`src/rtl/spi_sensor_responder_pkg.sv`:
```
// Shared constants, state encodings and frame packing for the MAX6675-style
// sensor SPI responder.
package spi_sensor_pkg;

    localparam int FRAME_BITS = 16;
    localparam int TEMP_MSB   = 14;
    localparam int TEMP_LSB   = 3;
    localparam int OPEN_BIT   = 2;
    localparam int ID_BIT     = 1;

    typedef enum logic {
        CONV,
        HOLD
    } conv_state_t;

    typedef enum logic [1:0] {
        IDLE,
        SHIFT,
        DONE
    } frame_state_t;

    // result = {temp[11:0], open}; the leading dummy bit, device id and
    // trailing three-state bit are all zero.
    function automatic logic [FRAME_BITS-1:0] make_frame(input logic [12:0] result);
        logic [FRAME_BITS-1:0] frame;
        frame                    = '0;
        frame[TEMP_MSB:TEMP_LSB] = result[12:1];
        frame[OPEN_BIT]          = result[0];
        frame[ID_BIT]            = 1'b0;
        return frame;
    endfunction

endpackage

```
`src/rtl/spi_in_sync.sv`:
```
// Multi-flop synchroniser for an asynchronous SPI pin, followed by a one-flop
// edge detector producing single-cycle rise/fall pulses.
module spi_in_sync #(
    parameter int   SYNC_STAGES = 2,
    parameter logic RESET_VAL   = 1'b0
) (
    input  logic clk,
    input  logic resetn,
    input  logic pin_i,
    output logic level_o,
    output logic rise_o,
    output logic fall_o
);

    logic [SYNC_STAGES-1:0] sync_q;
    logic                   prev_q;

    // Reset to the pin's idle level so releasing reset never looks like an edge.
    always_ff @(posedge clk or negedge resetn) begin
        if (!resetn) begin
            sync_q <= {SYNC_STAGES{RESET_VAL}};
            prev_q <= RESET_VAL;
        end else begin
            sync_q <= {sync_q[SYNC_STAGES-2:0], pin_i};
            prev_q <= sync_q[SYNC_STAGES-1];
        end
    end

    assign level_o = sync_q[SYNC_STAGES-1];
    assign rise_o  = sync_q[SYNC_STAGES-1] & ~prev_q;
    assign fall_o  = ~sync_q[SYNC_STAGES-1] & prev_q;

endmodule

```
`src/rtl/spi_sensor_responder.sv`:
```
// Oversampled SPI responder emulating a MAX6675 thermocouple converter:
// periodic conversions latch a result that is served as a 16-bit mode-0 frame.
module spi_sensor_responder
    import spi_sensor_pkg::*;
#(
    parameter int   SYNC_STAGES = 2,
    parameter int   CONV_CYCLES = 1000,
    parameter logic IDLE_SO     = 1'b1
) (
    input  logic        clk,
    input  logic        resetn,
    input  logic        cs_n,
    input  logic        sck,
    output logic        so,
    output logic        so_oe,
    input  logic [11:0] temp_code,
    input  logic        tc_open,
    output logic        result_valid,
    output logic        frame_done,
    output logic        frame_abort
);

    localparam int                CNT_W     = $clog2(CONV_CYCLES);
    localparam logic [CNT_W-1:0]  CONV_LAST = CNT_W'(CONV_CYCLES - 1);
    localparam logic [4:0]        LAST_BIT  = 5'(FRAME_BITS - 1);

    logic cs_level, cs_rise, cs_fall;
    logic sck_level, sck_rise, sck_fall;

    spi_in_sync #(.SYNC_STAGES(SYNC_STAGES), .RESET_VAL(1'b1)) u_cs_sync (
        .clk     (clk),
        .resetn  (resetn),
        .pin_i   (cs_n),
        .level_o (cs_level),
        .rise_o  (cs_rise),
        .fall_o  (cs_fall)
    );

    spi_in_sync #(.SYNC_STAGES(SYNC_STAGES), .RESET_VAL(1'b0)) u_sck_sync (
        .clk     (clk),
        .resetn  (resetn),
        .pin_i   (sck),
        .level_o (sck_level),
        .rise_o  (sck_rise),
        .fall_o  (sck_fall)
    );

    conv_state_t           conv_q;
    logic [CNT_W-1:0]      cnt_q;
    logic [12:0]           result_q;
    logic                  valid_q;

    frame_state_t          frame_q;
    logic [FRAME_BITS-1:0] shift_q;
    logic [4:0]            bit_cnt_q;
    logic                  so_q, so_oe_q, done_q, abort_q;

    logic [FRAME_BITS-1:0] frame_w;
    assign frame_w = make_frame(result_q);

    // NOTE: non-blocking assignments throughout sequential logic so every
    // register samples the pre-edge values of the others.
    always_ff @(posedge clk or negedge resetn) begin
        if (!resetn) begin
            conv_q   <= CONV;
            cnt_q    <= '0;
            result_q <= '0;
            valid_q  <= 1'b0;
        end else begin
            unique case (conv_q)
                CONV: begin
                    // A selection wins over a completing conversion: the frame
                    // must carry the result that was stable before cs_n fell.
                    if (cs_fall) begin
                        conv_q <= HOLD;
                        cnt_q  <= '0;
                    end else if (cs_level) begin
                        if (cnt_q == CONV_LAST) begin
                            result_q <= {temp_code, tc_open};
                            valid_q  <= 1'b1;
                            cnt_q    <= '0;
                        end else begin
                            cnt_q <= cnt_q + 1'b1;
                        end
                    end
                end
                HOLD: begin
                    if (cs_rise) begin
                        conv_q <= CONV;
                        cnt_q  <= '0;
                    end
                end
                default: conv_q <= CONV;
            endcase
        end
    end

    always_ff @(posedge clk or negedge resetn) begin
        if (!resetn) begin
            frame_q   <= IDLE;
            shift_q   <= '0;
            bit_cnt_q <= '0;
            so_q      <= IDLE_SO;
            so_oe_q   <= 1'b0;
            done_q    <= 1'b0;
            abort_q   <= 1'b0;
        end else begin
            done_q  <= 1'b0;
            abort_q <= 1'b0;
            unique case (frame_q)
                IDLE: begin
                    so_q    <= IDLE_SO;
                    so_oe_q <= 1'b0;
                    if (cs_fall) begin
                        shift_q   <= frame_w;
                        bit_cnt_q <= '0;
                        so_q      <= frame_w[FRAME_BITS-1];
                        so_oe_q   <= 1'b1;
                        frame_q   <= SHIFT;
                    end
                end
                SHIFT: begin
                    // Deselect takes priority over a coincident sck fall.
                    if (cs_rise) begin
                        frame_q <= IDLE;
                        abort_q <= 1'b1;
                        so_q    <= IDLE_SO;
                        so_oe_q <= 1'b0;
                    end else if (sck_fall) begin
                        shift_q   <= shift_q << 1;
                        so_q      <= shift_q[FRAME_BITS-2];
                        bit_cnt_q <= bit_cnt_q + 1'b1;
                        if (bit_cnt_q == LAST_BIT) begin
                            frame_q <= DONE;
                            so_q    <= 1'b0;
                        end
                    end
                end
                DONE: begin
                    so_q <= 1'b0;
                    if (cs_rise) begin
                        frame_q <= IDLE;
                        done_q  <= 1'b1;
                        so_q    <= IDLE_SO;
                        so_oe_q <= 1'b0;
                    end
                end
                default: frame_q <= IDLE;
            endcase
        end
    end

    assign so           = so_q;
    assign so_oe        = so_oe_q;
    assign result_valid = valid_q;
    assign frame_done   = done_q;
    assign frame_abort  = abort_q;

endmodule
```
`config.mk`:
```
export PLATFORM = sky130hd
export DESIGN_NAME = spi_sensor_responder
export DESIGN_NICKNAME = d
export VERILOG_FILES = /design/src/rtl/spi_sensor_responder_pkg.sv /design/src/rtl/spi_in_sync.sv /design/src/rtl/spi_sensor_responder.sv
export SDC_FILE = /design/constraint.sdc
export NUM_CORES = 1
export LEC_CHECK = 0
export ABC_CLOCK_PERIOD_IN_PS = 2300
export BUFFER_PORTS_ARGS = -buffer_cell sky130_fd_sc_hd__clkbuf_2
export CAP_MARGIN = 20
export CORE_MARGIN = 2
export CORE_UTILIZATION = 55
export CTS_CLUSTER_DIAMETER = 30
export DETAILED_ROUTE_END_ITERATION = 16
export PLACE_DENSITY = 0.72
export RECOVER_POWER = 25
export SLEW_MARGIN = 10
export SYNTH_ARGS = -nofsm -noshare
export SYNTH_HDL_FRONTEND = slang
export SYNTH_SLANG_ARGS = --single-unit
```
`constraint.sdc`:
```
create_clock -name clk -period 2.3 [get_ports clk]
set_input_delay 0 -clock clk [delete_from_list [all_inputs] [get_ports clk]]
set_output_delay 0 -clock clk [all_outputs]
set_load 0.01 [all_outputs]
```
==> impl_metrics.csv <==
group,metric,value,unit
job,max_cap_violations,0,
floorplanning,floorplan.io_pins,22,
global_route,grt_pass1_vias,1753,
global_route,global_route_congestion_overflow_total,0,
cells_and_area,nNetsFinal,301,
cts,tritoncts_num_sinks,55,
cts,root_buffer,"sky130_fd_sc_hd__clkbuf_8",
cts,numCtsBuffers,5,
timing,finalWorstPathRequiredPeriod,1.90,ns
synthesis,netlist.area_leader.share,49.0,%
detailed_routing,dr_total_vias,1824,
synthesis,avgSynthCellArea,10.9,um^2
floorplanning,rows,25,
cells_and_area,area.growth.synth_to_final,15.5,%
timing,final-max-slew-violation-count,0,
setup_path,cp-start-kind,"flop",
pwr,max-vdd-ir-drop,0.000491,V
setup_path,worst-path-max-fanout,24,
detailed_routing,via_count_normalized_by_instance_count,5.48,
detailed_routing,drt_pass1_iterations,4,
synthesis,main_area_contributors_after_synthesis,"sky130_fd_sc_hd__dfrtp_1, sky130_fd_sc_hd__mux2_4, sky130_fd_sc_hd__mux2i_1",
synthesis,synth_enable_flop_cells,0,
timing,finalSetupViolCount,0,
synthesis,post_synth_inst_count,239,
cts,cts.htree.levels,2,
floorplanning,die_x,72.8,um
setup_path,worst_r2r_path_depth,9,
synthesis,synth-warning-count,0,
cts,clk_latency,0.31,ns
detailed_routing,drt.antenna.violating_nets,0,
setup_path,crit_end_category,"flop",
floorplanning,core_area,4630,um^2
detailed_routing,drc,0,
pwr,pwr_density_cell,892,nW/um^2
timing,unrepaired_setup_endpoints_after_global_routing,"false",
min_path,hp-class,"primary input to flop",
cells_and_area,layout-drive-gt1-share,20.1,%
placement,place_congestion,0.830,
synthesis,syn_area,2600,um^2
placement,port-buffer-count,21,
synthesis,synth_cell_type_count,47,
timing,finalHoldViolCount,0,
synthesis,yosys_most_used_dff,"sky130_fd_sc_hd__dfrtp_1",
floorplanning,die_height,72.8,um
cells_and_area,antenna-diode-count,0,
timing,max_freq,527,MHz
timing,setup_slack,0.404,ns
global_route,antenna_found_initial,0,
detailed_routing,drt_iter0_drc,124,
setup_path,cp.required,2.50,ns
pwr,power.static_leakage,1.37,nW
timing,clk_skew,0.00793,ns
setup_path,timing_worst_setup_path_type,"flop to flop",
detailed_routing,routed_wirelength,4500,um
timing,accumulated_negative_setup_slack,0,ns
placement,dp_hpwl,2920,um
cells_and_area,end_of_flow_core_utilization,64.9,%
synthesis,ys_seq_elements,55,
pwr,total_power,2.68,mW
setup_path,arrival,2.09,ns
synthesis,synth_commonest_cells,"sky130_fd_sc_hd__dfrtp_1, sky130_fd_sc_hd__nor2_1, sky130_fd_sc_hd__nand2_1, sky130_fd_sc_hd__a21oi_1, sky130_fd_sc_hd__mux2i_1",
global_route,grt_max_degree,56,
cells_and_area,layout.filler_cells,389,
detailed_routing,drt-wirelength-per-cell,13.5,um
global_route,grt_total_usage,18.9,%
floorplanning,dieArea,5300,um^2
cts,cts_max_path_buffers,2,
synthesis,synth_top_cell_by_area,"sky130_fd_sc_hd__dfrtp_1",
cts,gates_resized_cts_repair,0,
floorplanning,initial_core_util,56.2,%
timing,timing_worst_slew_pin_value,1.34,ns
timing,worst_slew_margin_rel,10.9,%
global_route,grt_first_pass_wirelength,7730,um
synthesis,synth_fp_nets,262,
timing,layout_worst_path_cycle_share,82.4,%
cts,cts.reportedPaths.clkPinSlew,0.10,ns
synthesis,sequential_fraction_of_the_synthesis_area,53.1,%
cts,tritoncts_clock_tree,"yes",
synthesis,async_reset_ff_share,100,%
synthesis,synthMostInstantiatedCell,"sky130_fd_sc_hd__dfrtp_1",
status,status,"complete, no violations",
placement,place_ws,0.419,ns
min_path,hold_path_depth,2,
-- sequential cells by signal (all words and copies together) (netlist names) --
register,cells
frame_done,1
frame_abort,1
frame_q,2
u_sck_sync.prev_q,1
u_sck_sync.sync_q,2
conv_q,1
cnt_q,10
so_oe,1
shift_q,13
u_cs_sync.sync_q,2
bit_cnt_q,5
so,1
result_q,13
u_cs_sync.prev_q,1
result_valid,1
-- layout make-up --
type / count / area [um^2] / share of cell area [%]
tap: 54 / 67.6 / 2.25
clock buffer: 5 / 68.8 / 2.29
timing repair buffer: 41 / 288 / 9.58
sequential: 55 / 1380 / 46.0
inverter: 12 / 45.0 / 1.50
clock inverter: 3 / 28.8 / 0.958
multi-input combinational: 163 / 1130 / 37.5
-- worst paths after layout --
path | startpoint | to | slack (ns)
worst max-delay path | frame_q[1] | shift_q[13] | 0.40
worst min-delay path | cs_n | u_cs_sync.sync_q[0] | 0.32
worst max register to register | frame_q[1] | shift_q[13] | 0.40
worst min register to register | u_sck_sync.sync_q[0] | u_sck_sync.sync_q[1] | 0.37
max in group asynchronous | resetn | frame_q[0] | 0.90
min in group asynchronous | resetn | frame_q[1] | 0.59
-- what timing repair did --
action                                  in CTS  in global routing
hold buffers                                16                  0
setup buffers                                0                  0
endpoints found under the hold margin       66                  0
endpoints found under the setup margin       0                  0
-- per-stage QoR --
| step | instances | hold WS (ns) | cell area [um^2] |
|---|---|---|---|
| 4_1_cts | 333 | 0.292 | 3010 |
| 3_5_place_dp | 309 | 0.0913 | 2760 |
| 6_report | 333 | 0.319 | 3010 |
| 2_1_floorplan | 239 | -0.296 | 2600 |
| 5_1_grt | 333 | 0.296 | 3010 |
| 3_3_place_gp | 309 | 0.0893 | 2760 |
-- power breakdown --
group	internal, mW	switching, mW	leakage [nW]
logic	0.375	0.443	0.647
registers	1.17	0.131	0.670
clock network	0.226	0.337	0.0502
-- layer usage --
| metal | global-route usage, % | vias to the layer above | wire (um) |
|---|---|---|---|
| li1 | - | 899 | - |
| met1 | 24.2 | 890 | 2100 |
| met4 | 7.61 | 0 | 63 |
| met5 | 0 | - | 0 |
| met2 | 31.3 | 28 | 2200 |
| met3 | 4.14 | 7 | 133 |
-- cell usage in the layout, fill, tap and decap left out, drive strengths merged, types with 2 or more instances in the layout --
master	count
a21boi	2
a21oi	18
and3	2
buf	3
clkbuf	27
clkinv	2
dfrtp	51
dfstp	4
dlygate4sd3	16
ha	6
inv	13
mux2	14
mux2i	13
nand2	20
nand2b	4
nand3	9
nand4	2
nor2	34
nor3	2
o211ai	2
o21ai	10
o22ai	2
xnor2	4
xor2	3
-- kinds of logic (layout without fill, tap and decap cells) --
group                    after synthesis  in the layout  share of synthesized area (%)
AND/OR/NAND/NOR                       81             81                           15.9
buffers and inverters                 21             61                           3.65
adder cells (fa/ha/maj)                6              6                           2.88
XOR/XNOR                               7              7                           2.36
AO/OA/AOI/OAI                         42             42                           9.76
flip-flops                            55             55                           53.1
multiplexers                          27             27                           12.4
-- worst max-delay path: stages (launching register included) --
cell and delay, ns:
sky130_fd_sc_hd__dfrtp_1 0.42, sky130_fd_sc_hd__inv_1 0.09, sky130_fd_sc_hd__ha_1 0.35, sky130_fd_sc_hd__a21boi_2 0.09, sky130_fd_sc_hd__o2111ai_1 0.20, sky130_fd_sc_hd__buf_4 0.19, sky130_fd_sc_hd__nand2_1 0.06, sky130_fd_sc_hd__buf_4 0.21
sky130_fd_sc_hd__nor2_1 0.12, sky130_fd_sc_hd__a21oi_1 0.05
Note: power is estimated with default switching activity, not from simulation.
